## config.mk

```make
export PLATFORM = sky130hd
export DESIGN_NAME = canvas_port_arbiter
export DESIGN_NICKNAME = d
export VERILOG_FILES = /design/src/rtl/canvas_port_arbiter.sv
export SDC_FILE = /design/constraint.sdc
export NUM_CORES = 1
export LEC_CHECK = 0
export ABC_AREA = 1
export BUFFER_PORTS_ARGS = -buffer_cell sky130_fd_sc_hd__buf_2
export CORE_MARGIN = 8
export CORE_UTILIZATION = 37
export DETAILED_ROUTE_END_ITERATION = 12
export MAX_ROUTING_LAYER = met4
export PLACE_DENSITY = 0.65
export SYNTH_ARGS = -nofsm -noshare
export SYNTH_HDL_FRONTEND = slang
export SYNTH_SLANG_ARGS = --single-unit
```

## constraint.sdc

```tcl
create_clock -name clk_in -period 2.2 [get_ports clk_in]
set_input_delay 0.11 -clock clk_in [delete_from_list [all_inputs] [get_ports clk_in]]
set_output_delay 0.11 -clock clk_in [all_outputs]
set_load 0.01 [all_outputs]
```

## src/rtl/canvas_port_arbiter.sv

```systemverilog
// rtl/canvas_port_arbiter.sv - canvas frame-buffer port-A arbiter with clear sequencer
// Round-robin shares the BRAM write/compare port between two requesters and tags reads back to their issuer.
module canvas_port_arbiter #(
    parameter int                    ADDR_WIDTH   = 17,
    parameter int                    DATA_WIDTH   = 8,
    parameter int                    DEPTH        = 76800,
    parameter int                    READ_LATENCY = 2,
    parameter logic [DATA_WIDTH-1:0] CLEAR_VALUE  = 8'h00
) (
    input  logic                  clk_in,
    input  logic                  rst_in,
    input  logic                  clear_start_in,
    output logic                  clear_busy_out,
    output logic                  clear_done_out,
    input  logic                  a_valid_in,
    input  logic                  a_we_in,
    input  logic [ADDR_WIDTH-1:0] a_addr_in,
    input  logic [DATA_WIDTH-1:0] a_data_in,
    output logic                  a_ready_out,
    output logic                  a_rvalid_out,
    output logic [DATA_WIDTH-1:0] a_rdata_out,
    input  logic                  b_valid_in,
    input  logic                  b_we_in,
    input  logic [ADDR_WIDTH-1:0] b_addr_in,
    input  logic [DATA_WIDTH-1:0] b_data_in,
    output logic                  b_ready_out,
    output logic                  b_rvalid_out,
    output logic [DATA_WIDTH-1:0] b_rdata_out,
    output logic [ADDR_WIDTH-1:0] bram_addr_out,
    output logic [DATA_WIDTH-1:0] bram_din_out,
    output logic                  bram_we_out,
    input  logic [DATA_WIDTH-1:0] bram_dout_in
);

    localparam int                    TAG_LEN = 1 + READ_LATENCY;
    localparam logic [ADDR_WIDTH-1:0] LP_LAST = ADDR_WIDTH'(DEPTH - 1);
    localparam logic [ADDR_WIDTH-1:0] LP_DEPTH = ADDR_WIDTH'(DEPTH);

    typedef enum logic {S_IDLE, S_CLEAR} state_t;

    state_t                  r_state;
    state_t                  w_state_next;
    logic [ADDR_WIDTH-1:0]   r_count;
    logic                    r_prio_b;
    logic                    r_clear_done;
    logic [ADDR_WIDTH-1:0]   r_bram_addr;
    logic [DATA_WIDTH-1:0]   r_bram_din;
    logic                    r_bram_we;
    logic [TAG_LEN-1:0]      r_tag_v;
    logic [TAG_LEN-1:0]      r_tag_b;
    logic [TAG_LEN-1:0]      r_tag_oor;
    logic                    r_a_rvalid;
    logic                    r_b_rvalid;
    logic [DATA_WIDTH-1:0]   r_a_rdata;
    logic [DATA_WIDTH-1:0]   r_b_rdata;

    logic                    w_grant_a;
    logic                    w_grant_b;
    logic                    w_grant;
    logic                    w_sel_we;
    logic [ADDR_WIDTH-1:0]   w_sel_addr;
    logic [DATA_WIDTH-1:0]   w_sel_data;
    logic                    w_in_range;
    logic                    w_ret_v;
    logic                    w_ret_b;
    logic [DATA_WIDTH-1:0]   w_ret_data;

    // Clear start takes priority over any request presented in the same cycle.
    always_comb begin
        w_state_next = r_state;
        w_grant_a    = 1'b0;
        w_grant_b    = 1'b0;
        case (r_state)
            S_IDLE: begin
                if (clear_start_in) begin
                    w_state_next = S_CLEAR;
                end else if (!rst_in) begin
                    w_grant_a = a_valid_in && (!b_valid_in || !r_prio_b);
                    w_grant_b = b_valid_in && (!a_valid_in || r_prio_b);
                end
            end
            S_CLEAR: begin
                if (r_count == LP_LAST) begin
                    w_state_next = S_IDLE;
                end
            end
            default: w_state_next = S_IDLE;
        endcase
    end

    assign w_grant    = w_grant_a || w_grant_b;
    assign w_sel_we   = w_grant_b ? b_we_in   : a_we_in;
    assign w_sel_addr = w_grant_b ? b_addr_in : a_addr_in;
    assign w_sel_data = w_grant_b ? b_data_in : a_data_in;
    assign w_in_range = (w_sel_addr < LP_DEPTH);

    assign w_ret_v    = r_tag_v[TAG_LEN-1];
    assign w_ret_b    = r_tag_b[TAG_LEN-1];
    assign w_ret_data = r_tag_oor[TAG_LEN-1] ? '0 : bram_dout_in;

    always_ff @(posedge clk_in or posedge rst_in) begin
        if (rst_in) begin
            r_state      <= S_IDLE;
            r_count      <= '0;
            r_prio_b     <= 1'b0;
            r_clear_done <= 1'b0;
            r_bram_addr  <= '0;
            r_bram_din   <= '0;
            r_bram_we    <= 1'b0;
            r_tag_v      <= '0;
            r_tag_b      <= '0;
            r_tag_oor    <= '0;
            r_a_rvalid   <= 1'b0;
            r_b_rvalid   <= 1'b0;
            r_a_rdata    <= '0;
            r_b_rdata    <= '0;
        end else begin
            r_state      <= w_state_next;
            r_clear_done <= (r_state == S_CLEAR) && (r_count == LP_LAST);

            if (r_state == S_CLEAR) begin
                r_count     <= (r_count == LP_LAST) ? '0 : r_count + 1'b1;
                r_bram_addr <= r_count;
                r_bram_din  <= CLEAR_VALUE;
                r_bram_we   <= 1'b1;
            end else if (w_grant) begin
                r_count     <= '0;
                r_bram_addr <= w_sel_addr;
                r_bram_din  <= w_sel_data;
                r_bram_we   <= w_sel_we && w_in_range;
            end else begin
                r_count     <= '0;
                r_bram_we   <= 1'b0;
            end

            if (w_grant_a) begin
                r_prio_b <= 1'b1;
            end else if (w_grant_b) begin
                r_prio_b <= 1'b0;
            end

            // Owner tag rides alongside the BRAM read latency.
            r_tag_v   <= {r_tag_v[TAG_LEN-2:0],   w_grant && !w_sel_we};
            r_tag_b   <= {r_tag_b[TAG_LEN-2:0],   w_grant_b};
            r_tag_oor <= {r_tag_oor[TAG_LEN-2:0], !w_in_range};

            r_a_rvalid <= w_ret_v && !w_ret_b;
            r_b_rvalid <= w_ret_v && w_ret_b;
            if (w_ret_v && !w_ret_b) begin
                r_a_rdata <= w_ret_data;
            end
            if (w_ret_v && w_ret_b) begin
                r_b_rdata <= w_ret_data;
            end
        end
    end

    assign clear_busy_out = (r_state == S_CLEAR);
    assign clear_done_out = r_clear_done;
    assign a_ready_out    = w_grant_a;
    assign b_ready_out    = w_grant_b;
    assign a_rvalid_out   = r_a_rvalid;
    assign b_rvalid_out   = r_b_rvalid;
    assign a_rdata_out    = r_a_rdata;
    assign b_rdata_out    = r_b_rdata;
    assign bram_addr_out  = r_bram_addr;
    assign bram_din_out   = r_bram_din;
    assign bram_we_out    = r_bram_we;

endmodule

```

==> results of run 1 <==
-- power groups by stage --
stage                     combinational [mW]  clock [mW]  sequential, mW
after floorplan                        0.296           0            1.65
after global placement                 0.524           0            1.64
after detailed placement               0.541           0            1.64
after CTS                              0.544        1.09            1.61
after global routing                   0.606        1.15            1.63
final                                  0.531        1.07            1.62
-- metal layers --
metal  up-vias  wire, um  track usage
li1       1417         -            -
met1      1339      4160        0.185
met2       102      4170        0.246
met3        10       595       0.0471
met4         0       122       0.0492
met5         -         0            -
-- worst max-delay path by stage --
stage,end,slack (ns),depth (start not counted)
floorplan,bram_addr_out[13],0.009,7
global route,bram_addr_out[6],0.23,7
CTS,bram_addr_out[14],0.42,7
global placement,bram_addr_out[2],0.50,7
finish,bram_addr_out[14],0.41,7
detailed placement,bram_addr_out[14],0.45,7
-- synthesized netlist by cell type --
library cell  count
nand4_1           8
clkbuf_1          3
buf_6             3
o21ai_2           4
a22oi_1          10
mux2i_1          14
buf_2             5
o221ai_1          2
nor2_4            1
nor2_1           37
nor3_1            6
or2_0             3
or2_2             1
inv_2             2
ha_1              1
inv_1            34
o21ai_0           3
dfrtp_1          73
nor2_8            1
clkinv_1          1
nand2_4           1
a21o_1            1
nand3_1           9
xor2_1            5
xnor2_1           2
nor2_2            4
nand2_1          89
o211ai_1          4
nand3b_1          1
nand4_2           1
nand3_4           1
a21oi_1           3
nand2_2           1
o21ai_1          23
mux2_2            8
-- logic make-up (layout without fill, tap and decap cells) --
group | after synthesis | in the layout
simple gates | 164 | 164
flops | 73 | 73
compound gates | 50 | 50
buf+inv | 48 | 168
mux | 22 | 22
xor+xnor | 7 | 7
fa+ha+maj | 1 | 1
-- area by class of cell --
type,count,area (um2),share of cell area
inverter,37,143,0.0336
sequential,73,1830,0.430
clock buffer,9,124,0.0291
tap,111,139,0.0327
clock inverter,7,77.6,0.0183
timing repair buffer,115,583,0.137
multi-input combinational,244,1360,0.319
-- state kept, by name, indices dropped and copies added, names as in the netlist, 3 cells and up --
| register | cells |
|---|---|
| bram_addr_out | 17 |
| r_count | 17 |
| a_rdata_out | 8 |
| b_rdata_out | 8 |
| bram_din_out | 8 |
| r_tag_b | 3 |
| r_tag_oor | 3 |
| r_tag_v | 3 |
-- worst max-delay path, cell delays in order (launching register included) --
cell     delay (ns)
dfrtp_1        0.39
inv_1          0.07
nand2_1        0.11
nand3_4        0.26
nand2_4        0.11
nor2_4         0.50
a22oi_1        0.15
o21ai_1        0.12
-- through the flow --
stage / area [um2] / power, mW / setup WS, ns
4_1_cts: 4250 / 3.25 / 0.418
6_report: 4250 / 3.21 / 0.415
2_1_floorplan: 3400 / 1.94 / 0.00893
5_1_grt: 4250 / 3.39 / 0.230
3_5_place_dp: 4050 / 2.18 / 0.447
3_3_place_gp: 4050 / 2.17 / 0.505
-- cell usage in the layout (no fill, tap or decap) --
| cell | instances |
|---|---|
| nand2_4 | 1 |
| mux2_2 | 8 |
| inv_6 | 2 |
| inv_2 | 2 |
| nand3b_1 | 1 |
| a21oi_1 | 3 |
| bufinv_16 | 1 |
| buf_2 | 112 |
| xor2_1 | 5 |
| nor2_8 | 1 |
| nand4_4 | 1 |
| nand3_4 | 1 |
| nand2_2 | 1 |
| o21ai_2 | 4 |
| o21ai_1 | 23 |
| buf_4 | 3 |
| nand3_1 | 9 |
| a22oi_1 | 10 |
| or2_0 | 3 |
| nor2_4 | 1 |
| or2_2 | 1 |
| clkinv_4 | 2 |
| nor2_2 | 4 |
| o21ai_0 | 3 |
| nor3_1 | 6 |
| clkbuf_8 | 9 |
| dfrtp_1 | 73 |
| xnor2_1 | 2 |
| a21o_1 | 1 |
| o221ai_1 | 2 |
| nor2_1 | 37 |
| clkinv_1 | 1 |
| inv_1 | 33 |
| o211ai_1 | 4 |
| mux2i_1 | 14 |
| clkinv_2 | 1 |
| nand2_1 | 89 |
| ha_1 | 1 |
| nand4_1 | 8 |
| clkinvlp_4 | 2 |
==> results.sh, run 1 <==
export IMPL_grt_overflow_total=0
export IMPL_yosys_register_bits=73
export IMPL_routed_wl_mm=9.04
export IMPL_holdPathEnd="bram_din_out[2]"
export IMPL_synth_top_cell_by_area="dfrtp_1"
export IMPL_worstPathMaxFanout=25
export IMPL_synth_area_leaders="dfrtp_1 54%, nand2_1 9.9%, mux2i_1 4.1%, nor2_1 4.1%, inv_1 3.8%"
export IMPL_whs_ns=0.0301
export IMPL_worst_pin_slew_ns=0.909
export IMPL_synth_xor_area_frac=0.0181
export IMPL_slew_limit_headroom=0.394
export IMPL_core_um2=9060
export IMPL_grt_pass1_vias=3142
export IMPL_hold_class="input port to register"
export IMPL_cts_sinks=73
export IMPL_synth_top_area_frac=0.540
export IMPL_switching_share=0.298
export IMPL_r2r_slack_ns=0.41
export IMPL_final_antenna_net_count=0
export IMPL_ctsResizeCount=0
export IMPL_crit_required_ns=2.47
export IMPL_wire_per_inst_um=15.2
export IMPL_setup_viol=0
export IMPL_tritoncts="yes"
export IMPL_hold_path_cell_count=3
export IMPL_status="completed"
export IMPL_finalHoldViolCount=0
export IMPL_dr_total_vias=2868
export IMPL_tns_ns=0
export IMPL_power_frac_clock=0.332
export IMPL_portBuffers=112
export IMPL_die_height_um=112
export IMPL_reg2regPathDepth=7
export IMPL_antenna_found_initial=0
export IMPL_synth_compound_area_frac=0.0917
export IMPL_start_util=0.373
export IMPL_p_switching_mw=0.957
export IMPL_dieArea_um2=12500
export IMPL_synthesis_nets=431
export IMPL_area_growth_pct=25.6
export IMPL_seqPwrFrac=0.503
export IMPL_grt_pass1_wl_mm=15.2
export IMPL_clk_latency_ns=0.35
export IMPL_post_cts_buffers=0
export IMPL_regToRegStartpoint="r_prio_b"
export IMPL_fillerInstances=901
export IMPL_cts_root_buf="clkbuf_8"
export IMPL_yosys_area_share_simple=0.217
export IMPL_finalCriticalPeriod_ns=1.79
export IMPL_synth_cell_type_count=35
export IMPL_utilization=0.469
export IMPL_cap_violations=0
export IMPL_syn_area_um2=3380
export IMPL_die_w_um=112
export IMPL_dpl_cell_count=580
export IMPL_htreeDepth=3
export IMPL_ioPinCount=113
export IMPL_period_share=0.811
export IMPL_synthAdderAreaFrac=0.00370
export IMPL_postCtsHoldBufs=0
export IMPL_firstDrtPassIters=4
export IMPL_final_cells=596
export IMPL_hold_start="a_data_in[2]"
export IMPL_vias_per_cell=4.81
export IMPL_gp_congestion=0.884
export IMPL_ys_seq_area_frac=0.540
export IMPL_cts_clk_slew_worst_paths_ns=0.08
export IMPL_start_kind="register"
export IMPL_fin_skew_ns=0.0135
export IMPL_internal_power_mw=2.26
export IMPL_place_hpwl_mm=6.89
export IMPL_pwr_share_comb=0.165
export IMPL_slew_viol_final=0
export IMPL_synth_avg_cell_area_um2=9.27
export IMPL_drive_gt1_frac=0.324
export IMPL_power_density_nw_per_um2=756
export IMPL_grt_max_degree=74
export IMPL_worst_ir_drop_vdd_mv=0.519
export IMPL_clock_path_buffers=2
export IMPL_fin_nets=546
export IMPL_critPathCaptureType="register"
export IMPL_yosys_warnings=0
export IMPL_leakage_nw=2.31
export IMPL_fmax_ghz=0.560
export IMPL_reg2reg_to="bram_addr_out[14]"
export IMPL_drt_iter0_drc=146
export IMPL_critical_path_arrival_ns=2.06
export IMPL_rsz0062_at_grt="no"
export IMPL_startpoint="r_prio_b"
export IMPL_synth_top_family_by_area="simple AND/OR/NAND/NOR gates"
export IMPL_grt_usage=0.155
export IMPL_crit_type="register to register"
export IMPL_netlist_instances=365
export IMPL_cts_buffers_inserted=9
export IMPL_rows=35
export IMPL_synth_area_mux_share=0.0680
export IMPL_n_antenna_cell=0
export IMPL_drc=0
Power figures use the tool's default switching activity.
==> run 2, diff against run 1 <==
--- a/config.mk
+++ b/config.mk
@@ -5,7 +5,7 @@
 export SDC_FILE = /design/constraint.sdc
 export NUM_CORES = 1
 export LEC_CHECK = 0
-export ABC_AREA = 1
+export ABC_AREA = 0
 export BUFFER_PORTS_ARGS = -buffer_cell sky130_fd_sc_hd__buf_2
 export CORE_MARGIN = 8
 export CORE_UTILIZATION = 37
==> constraint.sdc (replaced) <==
create_clock -name clk_in -period 1.63 [get_ports clk_in]
set_input_delay 0.0815 -clock clk_in [delete_from_list [all_inputs] [get_ports clk_in]]
set_output_delay 0.0815 -clock clk_in [all_outputs]
set_load 0.01 [all_outputs]
==> results.sh, run 2 <==
export IMPL_fmax_ghz=0.643
export IMPL_seqCellArea_um2=1830
export IMPL_pwr_share_comb=0.064
export IMPL_power_frac_clock=0.379
export IMPL_htreeDepth=3
export IMPL_holdPathEnd="bram_addr_out[13]"
export IMPL_p_switching_mw=0.748
export IMPL_whs_ns=0.0132
export IMPL_cts_sinks=73
export IMPL_cts_buffers_inserted=9
export IMPL_cts_root_buf="clkbuf_8"
export IMPL_tritoncts="yes"
export IMPL_regToRegStartpoint="r_count[2]"
export IMPL_finalCriticalPeriod_ns=1.56
export IMPL_r2r_slack_ns=0.12
export IMPL_layout_common_cells="112 x buf_2, 73 x dfrtp_1, 63 x nand2_1"
export IMPL_grt_max_degree=74
export IMPL_synth_avg_cell_area_um2=10.1
export IMPL_drc=0
export IMPL_place_hpwl_mm=6.69
export IMPL_grt_pass1_wl_mm=15.0
export IMPL_slew_viol_final=0
export IMPL_hold_path_cell_count=3
export IMPL_yosys_register_bits=73
export IMPL_synth_top_area_frac=0.552
export IMPL_gp_congestion=0.871
export IMPL_netlist_instances=327
export IMPL_hold_class="input port to register"
export IMPL_rsz0062_at_grt="yes"
export IMPL_grt_pass1_vias=2945
export IMPL_synth_edf_count=0
export IMPL_grt_overflow_total=0
export IMPL_vias_per_cell=4.95
export IMPL_drive_gt1_frac=0.345
export IMPL_leakage_nw=2.27
export IMPL_fillerInstances=828
export IMPL_portBuffers=112
export IMPL_critPathCaptureType="output pin"
export IMPL_final_antenna_net_count=0
export IMPL_area_growth_pct=33.9
export IMPL_syn_area_um2=3310
export IMPL_hold_start="b_addr_in[13]"
export IMPL_rows=34
export IMPL_fin_nets=532
export IMPL_status="completed"
export IMPL_cap_violations=0
export IMPL_seqPwrFrac=0.557
export IMPL_critical_path_arrival_ns=1.47
export IMPL_period_share=0.954
export IMPL_slew_limit_headroom=0.548
export IMPL_synthFlopType="dfrtp_1"
export IMPL_synthesis_nets=393
export IMPL_reg2reg_to="r_count[15]"
export IMPL_synth_cell_type_count=47
export IMPL_utilization=0.510
export IMPL_worst_ir_drop_vdd_mv=0.317
export IMPL_internal_power_mw=2.54
export IMPL_die_height_um=111
export IMPL_routed_wl_mm=9.17
export IMPL_crit_required_ns=1.55
export IMPL_dr_total_vias=2859
export IMPL_switching_share=0.227
export IMPL_final_common_cell="buf_2"
export IMPL_dieArea_um2=12200
export IMPL_reg2regPathDepth=4
export IMPL_n_antenna_cell=0
export IMPL_clock_path_buffers=2
export IMPL_synth_area_leaders="dfrtp_1 55%, nand2_1 7.2%, mux2i_1 5.1%, o221ai_1 3.4%, o21ai_0 3.2%"
export IMPL_setup_viol=0
export IMPL_finalHoldViolCount=0
export IMPL_core_um2=8680
export IMPL_worst_pin_slew_ns=0.676
export IMPL_antenna_found_initial=0
export IMPL_multi_input_area_um2=1410
export IMPL_ys_seq_area_frac=0.552
export IMPL_cts_clk_slew_worst_paths_ns=0.07
export IMPL_synth_top_cell_by_area="dfrtp_1"
export IMPL_die_w_um=111
export IMPL_drt_iter0_drc=213
export IMPL_grt_usage=0.153
export IMPL_async_flop_share=1.00
export IMPL_synth_most_common_cell="dfrtp_1"
export IMPL_start_kind="register"
export IMPL_power_density_nw_per_um2=743
export IMPL_tns_ns=0
export IMPL_crit_type="register to output pin"
export IMPL_ioPinCount=113
export IMPL_yosys_warnings=0
export IMPL_start_util=0.381
export IMPL_worstPathMaxFanout=7
export IMPL_fin_skew_ns=0.00515
export IMPL_wire_per_inst_um=15.9
export IMPL_ys_top_cells_by_count="73 x dfrtp_1, 63 x nand2_1, 23 x nor2_1"
export IMPL_firstDrtPassIters=4
export IMPL_clk_latency_ns=0.33
==> run 2: logic make-up (layout without fill, tap and decap cells) <==
logic type | Yosys count | in the layout | synth area share
AO/OA/AOI/OAI | 59 | 59 | 0.120
XOR/XNOR | 12 | 12 | 0.0318
adder cells (fa/ha/maj) | 1 | 1 | 0.00378
buffers and inverters | 24 | 166 | 0.0314
flip-flops | 73 | 73 | 0.552
multiplexers | 17 | 17 | 0.0515
AND/OR/NAND/NOR | 141 | 141 | 0.209
==> run 2: worst max-delay path by stage <==
| stage | slack [ns] | startpoint | depth (start not counted) | endpoint |
|---|---|---|---|---|
| 2_1_floorplan | 0.06 | r_count[0] | 6 | r_count[6] |
| 3_3_place_gp | 0.13 | clear_busy_out | 6 | bram_we_out |
| 3_5_place_dp | 0.05 | clear_busy_out | 6 | bram_we_out |
| 4_1_cts | 0.02 | clear_busy_out | 5 | b_ready_out |
| 5_1_grt | -0.04 | clear_busy_out | 5 | bram_addr_out[9] |
| 6_report | 0.07 | clear_busy_out | 5 | b_ready_out |
==> run 2: stage by stage <==
stage	instance area (um2)	total power [mW]	std cells	setup slack [ns]
after floorplan	3310	1.93	327	0.0609
after global placement	4110	2.05	551	0.130
after detailed placement	4110	2.06	551	0.0549
after CTS	4410	3.34	576	0.0159
after global routing	4430	3.44	577	-0.0394
final	4430	3.29	577	0.0746
==> run 2: power groups by stage <==
stage | Combinational, mW | Sequential (mW) | Clock, mW
after floorplan | 0.0617 | 1.87 | 0
after global placement | 0.185 | 1.87 | 0
after detailed placement | 0.187 | 1.87 | 0
after CTS | 0.210 | 1.83 | 1.29
after global routing | 0.233 | 1.83 | 1.37
final | 0.209 | 1.83 | 1.25
==> run 2: area by class of cell <==
| type | instances | share of cell area |
|---|---|---|
| timing repair buffer | 143 | 0.191 |
| tap | 108 | 0.0305 |
| multi-input combinational | 230 | 0.318 |
| clock buffer | 11 | 0.0342 |
| clock inverter | 3 | 0.00396 |
| inverter | 9 | 0.0102 |
| sequential | 73 | 0.413 |
==> run 2: critical path, cell delays in order (launching register included) <==
cell and delay [ns]:
dfrtp_1 0.41, nor3_4 0.16, nand3_2 0.16, inv_4 0.13
buf_4 0.15, buf_2 0.14
==> run 2: repair_timing <==
action | 4_1_cts | 5_1_grt
buffers inserted | 0 | 1
endpoints found under the hold margin | 81 | 0
gates cloned | 0 | 0
resized for setup | 6 | 2
hold buffers | 11 | 0
endpoints found under the setup margin | 2 | 12
pin swaps | 1 | 1
==> run 2: per-layer routing <==
layer	track usage	wire length, um	vias up
li1	-	-	1416
met1	0.183	4130	1344
met2	0.241	4460	84
met3	0.0352	380	15
met4	0.0703	202	0
met5	-	0	-
==> run 3, diff against run 2 <==
--- a/config.mk
+++ b/config.mk
@@ -6,12 +6,14 @@
 export NUM_CORES = 1
 export LEC_CHECK = 0
 export ABC_AREA = 0
+export ABC_CLOCK_PERIOD_IN_PS = 1630
 export BUFFER_PORTS_ARGS = -buffer_cell sky130_fd_sc_hd__buf_2
 export CORE_MARGIN = 8
-export CORE_UTILIZATION = 37
+export CORE_UTILIZATION = 25
 export DETAILED_ROUTE_END_ITERATION = 12
 export MAX_ROUTING_LAYER = met4
-export PLACE_DENSITY = 0.65
+export PLACE_DENSITY = 0.48
+export REMOVE_ABC_BUFFERS = 1
 export SYNTH_ARGS = -nofsm -noshare
 export SYNTH_HDL_FRONTEND = slang
 export SYNTH_SLANG_ARGS = --single-unit
==> results.sh, run 3 (synthesized netlist as in run 2, its figures left out) <==
export IMPL_grt_pass1_vias=2902
export IMPL_place_hpwl_mm=7.22
export IMPL_final_cells=643
export IMPL_slew_limit_headroom=0.562
export IMPL_worst_pin_slew_ns=0.654
export IMPL_dpl_cell_count=618
export IMPL_critical_path_arrival_ns=1.49
export IMPL_dieArea_um2=17200
export IMPL_worstPathMaxFanout=7
export IMPL_die_w_um=131
export IMPL_fin_nets=529
export IMPL_power_density_nw_per_um2=829
export IMPL_cts_root_buf="clkbuf_16"
export IMPL_rsz0062_at_grt="yes"
export IMPL_firstDrtPassIters=4
export IMPL_worst_ir_drop_vdd_mv=0.449
export IMPL_reg2regPathDepth=5
export IMPL_n_antenna_cell=0
export IMPL_drive_gt1_frac=0.353
export IMPL_reg2reg_to="clear_busy_out"
export IMPL_leakage_nw=2.29
export IMPL_r2r_slack_ns=0.09
export IMPL_drc=0
export IMPL_layout_common_cells="111 x buf_2, 73 x dfrtp_1, 63 x nand2_1"
export IMPL_portBuffers=112
export IMPL_utilization=0.349
export IMPL_finalHoldViolCount=0
export IMPL_routed_wl_mm=9.26
export IMPL_finalCriticalPeriod_ns=1.57
export IMPL_crit_required_ns=1.55
export IMPL_clock_path_buffers=2
export IMPL_crit_type="register to output pin"
export IMPL_dr_total_vias=2834
export IMPL_cts_sinks=73
export IMPL_whs_ns=0.00767
export IMPL_cp_top_family="buffers and inverters"
export IMPL_fmax_ghz=0.638
export IMPL_cap_violations=0
export IMPL_wire_per_inst_um=14.4
export IMPL_vias_per_cell=4.41
export IMPL_multi_input_area_um2=1400
export IMPL_cp_cell_sequence="nor3_2, buf_4, nand3_4, clkinvlp_4, buf_6"
export IMPL_hold_path_cell_count=3
export IMPL_gp_congestion=0.823
export IMPL_fin_skew_ns=0.00485
export IMPL_crit_slowest_cell="dfrtp_1"
export IMPL_ioPinCount=113
export IMPL_grt_usage=0.112
export IMPL_antenna_found_initial=0
export IMPL_fillerInstances=1390
export IMPL_clk_latency_ns=0.33
export IMPL_grt_overflow_total=0
export IMPL_setup_viol=0
export IMPL_regToRegStartpoint="r_count[12]"
export IMPL_core_um2=13100
export IMPL_rows=42
export IMPL_critPathCaptureType="output pin"
export IMPL_max_stage_delay_ns=0.40
export IMPL_slew_viol_final=0
export IMPL_start_util=0.253
export IMPL_crit_end="a_ready_out"
export IMPL_cts_clk_slew_worst_paths_ns=0.06
export IMPL_die_height_um=131
export IMPL_cts_buffers_inserted=9
export IMPL_htreeDepth=3
export IMPL_final_antenna_net_count=0
export IMPL_start_kind="register"
export IMPL_drt_iter0_drc=147
export IMPL_timing_critical_path_buf_inv=3
export IMPL_final_common_cell="buf_2"
export IMPL_period_share=0.961
export IMPL_path_depth=5
export IMPL_seqCellArea_um2=1830
export IMPL_startpoint="clear_busy_out"
export IMPL_hold_class="input port to register"
export IMPL_grt_pass1_wl_mm=14.5
export IMPL_area_growth_pct=38.1
export IMPL_tritoncts="yes"
export IMPL_grt_max_degree=39
export IMPL_status="completed"
[run 3: report_power, final]
group          internal [mW]  switching [mW]
clock                   1.02           0.738
combinational         0.0953          0.0990
sequential              1.83         0.00809
total                   2.94           0.845
[run 3: layer usage]
metal	vias to the layer above	GRT usage	routed length [um]
li1	1411	-	-
met1	1346	0.129	3970
met2	65	0.186	4620
met3	12	0.0268	538
met4	0	0.0419	132
met5	-	-	0
[run 3: cell type report]
type / instances / share of cell area
multi-input cells: 230 / 0.307
clock inverters: 5 / 0.00740
inverters: 9 / 0.00986
well taps: 176 / 0.0482
clock buffers: 10 / 0.0501
flip-flops and latches: 73 / 0.400
repair buffers: 140 / 0.178
[run 3: tightest hold or removal path: cells and delay by family]
kind / cells / cell delay (ns)
buf+inv: 1 / 0.09
compound gates: 1 / 0.07
simple gates: 1 / 0.04
[run 3: timing repair]
item	in CTS	in global routing
endpoints found under the setup margin	1	20
buffers inserted	2	2
resized for setup	1	9
hold endpoints to repair	29	0
pin swaps	0	1
hold buffers	6	0
[run 3: how the worst min path moves through the flow]
stage                       from                 to  slack [ns]
global placement          rst_in  bram_addr_out[12]        0.14
floorplan                a_we_in         r_tag_v[0]        0.17
global route        a_data_in[6]    bram_din_out[6]       0.006
finish              a_data_in[6]    bram_din_out[6]       0.008
detailed placement        rst_in     b_rdata_out[3]        0.15
CTS                 a_data_in[1]    bram_din_out[1]      0.0002
[run 3: stage by stage]
stage               area, um2  total power, mW  TNS [ns]  setup WS [ns]
global placement         4170             2.05         0         0.0626
global route             4570             3.94   -0.0392        -0.0288
CTS                      4510             3.86         0        0.00271
detailed placement       4170             2.05         0         0.0447
finish                   4570             3.79         0         0.0632
floorplan                3240             1.93    -51.22          -1.42
